===== src/rtl/spi_master.sv =====
// -----------------------------------------------------------------------------
// spi_master
//   Single-frame SPI master (CPOL=0, MSB first, 1..32 bit frames) driving a
//   two-chip-select bus on behalf of the control register block.
//
//   Parameters
//     CLK_DIV              SCLK half-period in clk cycles (1..255)
//
//   Ports
//     clk, rstb            system clock, asynchronous active-low reset
//     spi_rw_len[4:0]      frame length minus one (N = spi_rw_len + 1)
//     spi_wdata[31:0]      transmit data, low N bits sent MSB first
//     spi_ch_sel           0: csb0/miso0, 1: csb1/miso1
//     spi_send_rise_align  1: launch MOSI on SCLK rise, 0: on SCLK fall
//     spi_rcv_rise_align   1: sample MISO on SCLK rise, 0: on SCLK fall
//     spi_wr_en/spi_rd_en  single-cycle transfer requests (both = read)
//     spi_busy             high from request until the post-frame gap ends
//     spi_rdata/rdata1     last channel-0 / channel-1 read result
//     sclk, csb0, csb1     SPI clock (idles low) and active-low selects
//     mosi, miso0, miso1   serial data out / in
// -----------------------------------------------------------------------------
module spi_master #(
  parameter int CLK_DIV = 2
) (
  input  logic        clk,
  input  logic        rstb,
  input  logic [4:0]  spi_rw_len,
  input  logic [31:0] spi_wdata,
  input  logic        spi_ch_sel,
  input  logic        spi_send_rise_align,
  input  logic        spi_rcv_rise_align,
  input  logic        spi_wr_en,
  input  logic        spi_rd_en,
  output logic        spi_busy,
  output logic [31:0] spi_rdata,
  output logic [31:0] spi_rdata1,
  output logic        sclk,
  output logic        csb0,
  output logic        csb1,
  output logic        mosi,
  input  logic        miso0,
  input  logic        miso1
);

  typedef enum logic [1:0] {
    ST_IDLE = 2'd0,
    ST_XFER = 2'd1,
    ST_HOLD = 2'd2,
    ST_GAP  = 2'd3
  } state_e;

  // Half-period counter reload value; the counter counts down to zero.
  localparam logic [7:0] DIV_M1 = 8'(CLK_DIV - 1);

  state_e      state_q, state_d;
  logic [7:0]  cnt_q, cnt_d;
  logic [4:0]  bit_q, bit_d;
  logic [4:0]  len_q, len_d;
  logic        ch_q, ch_d;
  logic        srise_q, srise_d;
  logic        rrise_q, rrise_d;
  logic        rd_q, rd_d;
  logic [31:0] tx_q, tx_d;
  logic [31:0] rx_q, rx_d;
  logic [31:0] rdata0_q, rdata0_d;
  logic [31:0] rdata1_q, rdata1_d;
  logic        sclk_q, sclk_d;
  logic        csb0_q, csb0_d;
  logic        csb1_q, csb1_d;
  logic        busy_q, busy_d;

  logic        start_s;
  logic        tick_s;
  logic        last_s;
  logic        miso_s;
  logic [31:0] mask_s;

  assign start_s = (spi_wr_en | spi_rd_en) & ~busy_q;
  assign tick_s  = (cnt_q == 8'd0);
  // Final falling edge of the frame: SCLK is high and all N bits have risen.
  assign last_s  = tick_s & sclk_q & (bit_q == len_q);
  assign miso_s  = ch_q ? miso1 : miso0;
  // N-bit mask; len_q = 31 keeps all 32 bits.
  assign mask_s  = 32'hFFFF_FFFF >> (5'd31 - len_q);

  assign spi_busy   = busy_q;
  assign spi_rdata  = rdata0_q;
  assign spi_rdata1 = rdata1_q;
  assign sclk       = sclk_q;
  assign csb0       = csb0_q;
  assign csb1       = csb1_q;
  assign mosi       = tx_q[31];

  // State register.
  always_ff @(posedge clk or negedge rstb) begin
    if (!rstb) begin
      state_q <= ST_IDLE;
    end else begin
      state_q <= state_d;
    end
  end

  // Next-state logic.
  always_comb begin
    state_d = state_q;
    case (state_q)
      ST_IDLE: begin
        if (start_s) state_d = ST_XFER;
        else         state_d = ST_IDLE;
      end
      ST_XFER: begin
        if (last_s) state_d = ST_HOLD;
        else        state_d = ST_XFER;
      end
      ST_HOLD: begin
        if (tick_s) state_d = ST_GAP;
        else        state_d = ST_HOLD;
      end
      ST_GAP: begin
        if (tick_s) state_d = ST_IDLE;
        else        state_d = ST_GAP;
      end
      default: state_d = ST_IDLE;
    endcase
  end

  // Output and datapath next values.
  always_comb begin
    cnt_d    = cnt_q;
    bit_d    = bit_q;
    len_d    = len_q;
    ch_d     = ch_q;
    srise_d  = srise_q;
    rrise_d  = rrise_q;
    rd_d     = rd_q;
    tx_d     = tx_q;
    rx_d     = rx_q;
    rdata0_d = rdata0_q;
    rdata1_d = rdata1_q;
    sclk_d   = sclk_q;
    csb0_d   = csb0_q;
    csb1_d   = csb1_q;
    busy_d   = busy_q;
    case (state_q)
      ST_IDLE: begin
        cnt_d  = DIV_M1;
        bit_d  = 5'd0;
        sclk_d = 1'b0;
        if (start_s) begin
          // Latch the whole configuration; later input changes are ignored.
          len_d   = spi_rw_len;
          ch_d    = spi_ch_sel;
          srise_d = spi_send_rise_align;
          rrise_d = spi_rcv_rise_align;
          rd_d    = spi_rd_en;
          tx_d    = spi_wdata << (5'd31 - spi_rw_len);
          rx_d    = 32'd0;
          csb0_d  = spi_ch_sel;
          csb1_d  = ~spi_ch_sel;
          busy_d  = 1'b1;
        end else begin
          busy_d = 1'b0;
        end
      end
      ST_XFER: begin
        if (tick_s) begin
          cnt_d  = DIV_M1;
          sclk_d = ~sclk_q;
          if (!sclk_q) begin
            // Rising edge. Bit 1 is already on mosi, so rise-aligned launch
            // only shifts from the second rising edge on.
            if (srise_q && (bit_q != 5'd0)) tx_d = {tx_q[30:0], 1'b0};
            else                            tx_d = tx_q;
            if (rrise_q) rx_d = {rx_q[30:0], miso_s};
            else         rx_d = rx_q;
          end else begin
            // Falling edge: one bit slot completes here.
            if (!srise_q) tx_d = {tx_q[30:0], 1'b0};
            else          tx_d = tx_q;
            if (!rrise_q) rx_d = {rx_q[30:0], miso_s};
            else          rx_d = rx_q;
            if (bit_q != len_q) bit_d = bit_q + 5'd1;
            else                bit_d = bit_q;
          end
        end else begin
          cnt_d = cnt_q - 8'd1;
        end
      end
      ST_HOLD: begin
        if (tick_s) begin
          cnt_d  = DIV_M1;
          csb0_d = 1'b1;
          csb1_d = 1'b1;
          tx_d   = 32'd0;
          if (rd_q) begin
            if (ch_q) rdata1_d = rx_q & mask_s;
            else      rdata0_d = rx_q & mask_s;
          end else begin
            rdata0_d = rdata0_q;
          end
        end else begin
          cnt_d = cnt_q - 8'd1;
        end
      end
      ST_GAP: begin
        if (tick_s) begin
          cnt_d  = DIV_M1;
          busy_d = 1'b0;
        end else begin
          cnt_d = cnt_q - 8'd1;
        end
      end
      default: begin
        cnt_d  = DIV_M1;
        sclk_d = 1'b0;
        csb0_d = 1'b1;
        csb1_d = 1'b1;
        busy_d = 1'b0;
        tx_d   = 32'd0;
      end
    endcase
  end

  // Datapath and output registers.
  always_ff @(posedge clk or negedge rstb) begin
    if (!rstb) begin
      cnt_q    <= DIV_M1;
      bit_q    <= 5'd0;
      len_q    <= 5'd0;
      ch_q     <= 1'b0;
      srise_q  <= 1'b0;
      rrise_q  <= 1'b0;
      rd_q     <= 1'b0;
      tx_q     <= 32'd0;
      rx_q     <= 32'd0;
      rdata0_q <= 32'd0;
      rdata1_q <= 32'd0;
      sclk_q   <= 1'b0;
      csb0_q   <= 1'b1;
      csb1_q   <= 1'b1;
      busy_q   <= 1'b0;
    end else begin
      cnt_q    <= cnt_d;
      bit_q    <= bit_d;
      len_q    <= len_d;
      ch_q     <= ch_d;
      srise_q  <= srise_d;
      rrise_q  <= rrise_d;
      rd_q     <= rd_d;
      tx_q     <= tx_d;
      rx_q     <= rx_d;
      rdata0_q <= rdata0_d;
      rdata1_q <= rdata1_d;
      sclk_q   <= sclk_d;
      csb0_q   <= csb0_d;
      csb1_q   <= csb1_d;
      busy_q   <= busy_d;
    end
  end

endmodule


===== config.mk =====
export PLATFORM = sky130hd
export DESIGN_NAME = spi_master
export DESIGN_NICKNAME = d
export VERILOG_FILES = /design/src/rtl/spi_master.sv
export SDC_FILE = /design/constraint.sdc
export NUM_CORES = 1
export LEC_CHECK = 0
export BUFFER_PORTS_ARGS = -buffer_cell sky130_fd_sc_hd__buf_2
export CAP_MARGIN = 5
export CELL_PAD_IN_SITES_DETAIL_PLACEMENT = 1
export CELL_PAD_IN_SITES_GLOBAL_PLACEMENT = 1
export CORE_MARGIN = 5
export CORE_UTILIZATION = 42
export CTS_BUF_LIST = sky130_fd_sc_hd__clkbuf_8
export DETAILED_ROUTE_END_ITERATION = 10
export PLACE_DENSITY_LB_ADDON = 0.1
export SYNTH_ARGS = -nofsm -noshare
export SYNTH_HDL_FRONTEND = slang
export SYNTH_SLANG_ARGS = --single-unit

===== constraint.sdc =====
create_clock -name clk -period 2.17 [get_ports clk]
set_input_delay 0 -clock clk [delete_from_list [all_inputs] [get_ports clk]]
set_output_delay 0 -clock clk [all_outputs]
set_load 0.02 [all_outputs]

==> reports/metrics.yaml <==
clocking:
  clock_path_buffers: 2
  clock_latency_ns: 0.47
  cts.htree.levels: 4
  path_clk_slew_ns: 0.10
  cts_inserted_buffers: 17
  cts.sinks: 156
  clockRootBuffer: "clkbuf_8"
  cts_tree: "yes"
grt:
  grt_first_pass_wirelength_mm: 41.7
  antenna_found_initial: 0
  grt_max_degree: 64
  grtUsageTotal_pct: 21.4
  grt_overflow: 0
  grt_pass1_vias: 7674
floorplan:
  ios: 115
  coreArea_sq_mm: 0.0209
  rows: 53
  design.die.area_sq_mm: 0.0241
  start_util_pct: 42.4
  chipHeight_um: 155
  dieWidth_um: 155
drt:
  firstDrtPassIters: 4
  drt_iter0_drc: 406
  viasPerCell: 5.50
  postRouteAntennaNets: 0
  vias: 7306
  wl_per_cell_um: 19.0
  wl_mm: 25.2
  route.detailed.drc: 0
flow_run:
  drv_cap: 0
critical_path:
  rr_worst_depth: 9
  r2r-end: "spi_rdata[0]"
  arrival_ns: 2.44
  end_kind: "flop"
  startpoint_type: "flop"
  r2r-start: "cnt_q[0]"
  critPathMaxFanout: 5
  cp-startpoint: "cnt_q[0]"
  endpoint: "spi_rdata[0]"
  path_class: "reg2reg"
  worst-endpoint-required_ns: 2.52
  rrSetupSlack_ns: 0.08
yosys:
  ys.flop_type: "dfrtp_1"
  synth_seq_area_share_pct: 44.1
  synth_cell_types: 61
  netlist_instances: 912
  synth_top_cell_area_share_pct: 43.3
  synthTopCellsByArea: "dfrtp_1 43%, mux4_2 9.2%, nand2_1 7.8%"
  syn_nets: 966
  synth_top_cell_by_area: "dfrtp_1"
  syn_area_per_cell_sq_um: 9.71
  synth-edff-count: 0
  ys_warn_count: 0
  synth-async-reset-ratio_pct: 100
  synthesis.area_sq_mm: 0.00885
  ys_seq_elements: 156
cells_and_area:
  area_delta_synth_final_pct: 18.9
  antenna_cells: 0
  fillers: 2410
  layoutNonFillerInstCount: 1328
  layout.nets: 1094
  layout-drive-gt1-share_pct: 25.5
  multi_input_area_sq_mm: 0.00448
  seqCellArea_sq_mm: 0.00391
placement:
  dp.cells: 1285
  hpwlAfterDp_mm: 18.7
  io_buffer_count: 114
  gp_congestion: 0.865
sta:
  period_share_pct: 96.2
  max-slew-margin-rel_pct: 43.6
  final.min_clock_period_ns: 2.09
  slew_violations: 0
  fmax_ghz: 0.479
  worst_slew_pin_slew_ns: 0.837
  finClkSkew_ns: 0.0188
  hold_viol: 0
  setup_violations: 0
power_and_ir_drop:
  p_leak_uw: 0.00497
  vdd_drop_max_mv: 0.548
  finalPower_uw: 10700
  power_density_mw_per_mm2: 1010
status:
  outcome: "completed"
hold_path:
  hold_path_class: "in2async"
-- kinds of logic after synthesis --
group                    share of synthesized area [%]
XOR/XNOR                                          1.19
AO/OA/AOI/OAI                                     13.9
buffers and inverters                             5.61
adder cells (fa/ha/maj)                           1.13
multiplexers                                      19.1
flip-flops                                        44.1
AND/OR/NAND/NOR                                   14.9
-- stage by stage --
step / hold WS (ns) / util [%] / setup slack, ns / instance area (sq um) / TNS, ns
6_report: 0.0768 / 50.4 / 0.0829 / 10500 / 0
5_1_grt: 0.0830 / 50.4 / -0.00221 / 10500 / -0.00221
4_1_cts: 0.0387 / 50.1 / 0.0203 / 10500 / 0
3_5_place_dp: 0.0403 / 47.6 / 0.0392 / 9950 / 0
3_3_place_gp: 0.0385 / 47.6 / 0.122 / 9950 / 0
2_1_floorplan: -0.296 / - / 0.0231 / 8850 / 0
-- synthesized netlist by cell type (9+ instances only) --
cell	instances
clkbuf_1	43
nand3_1	9
and2_1	11
o211ai_1	13
inv_1	43
dfrtp_1	153
nor2_1	47
nor3_1	11
nand2_1	183
mux2_2	20
o21ai_0	94
a221oi_1	11
a21oi_1	26
buf_2	10
mux4_2	36
mux2i_1	64
-- cell usage in the layout (no fill, tap or decap), types with 17 or more instances in the layout --
cell type,instances
clkbuf_8,17
mux4_2,36
mux2i_1,63
nor2_1,47
buf_4,45
inv_1,44
nand2_1,183
buf_2,113
o21ai_0,94
dfrtp_1,153
mux2_2,20
a21oi_1,26
-- worst min-delay path by stage --
stage	start	end	slack, ns
4_1_cts	spi_rw_len[3]	len_q[3]	0.04
3_3_place_gp	rstb	spi_rdata[28]	0.04
2_1_floorplan	rstb	bit_q[0]	-0.30
5_1_grt	spi_rw_len[3]	len_q[3]	0.08
6_report	rstb	spi_rdata1[26]	0.08
3_5_place_dp	rstb	spi_rdata1[26]	0.04
-- metal layers --
metal	share of wire, %	GRT usage, %	wire length, um	vias to the layer above
li1	-	-	-	3486
met1	46	29.7	11600	3596
met2	48	34.8	12000	187
met3	4.5	3.98	1120	37
met4	1.8	6.09	460	0
met5	0	0	0	-
-- what timing repair did --
item,4_1_cts,5_1_grt
gates resized for setup,0,8
buffers inserted,0,2
hold endpoints to repair,108,0
hold buffers,8,0
endpoints found under the setup margin,0,92
-- final cells by class --
| type | instances | area share (%) |
|---|---|---|
| multi-input combinational | 643 | 42.6 |
| clock buffer | 17 | 2.22 |
| timing repair buffer | 177 | 11.3 |
| inverter | 45 | 1.61 |
| sequential | 156 | 37.1 |
| tap | 275 | 3.27 |
| clock inverter | 15 | 1.90 |
-- worst max-delay path: stages, from the launching register on --
cell and delay [ns]:
dfstp_2 0.57, inv_1 0.05, ha_1 0.21, nor3b_4 0.16, and2_4 0.15, buf_4 0.15, nand4b_1 0.09, buf_4 0.16
buf_4 0.11, mux2_2 0.32
-- power by group --
group          leakage [uW]  total [uW]  switching, uW  internal (uW)
registers           0.00207        4050            525           3530
logic               0.00268        4210           2430           1780
clock network      0.000218        2400           1210           1180
-- registers in the layout, summed over array words and instances, names as in the netlist, 2 cells and up --
signal,flops
tx_q,32
bit_q,5
len_q,5
rx_q,32
cnt_q,8
spi_rdata1,32
spi_rdata,32
state_q,2
Power figures use the tool's default switching activity.
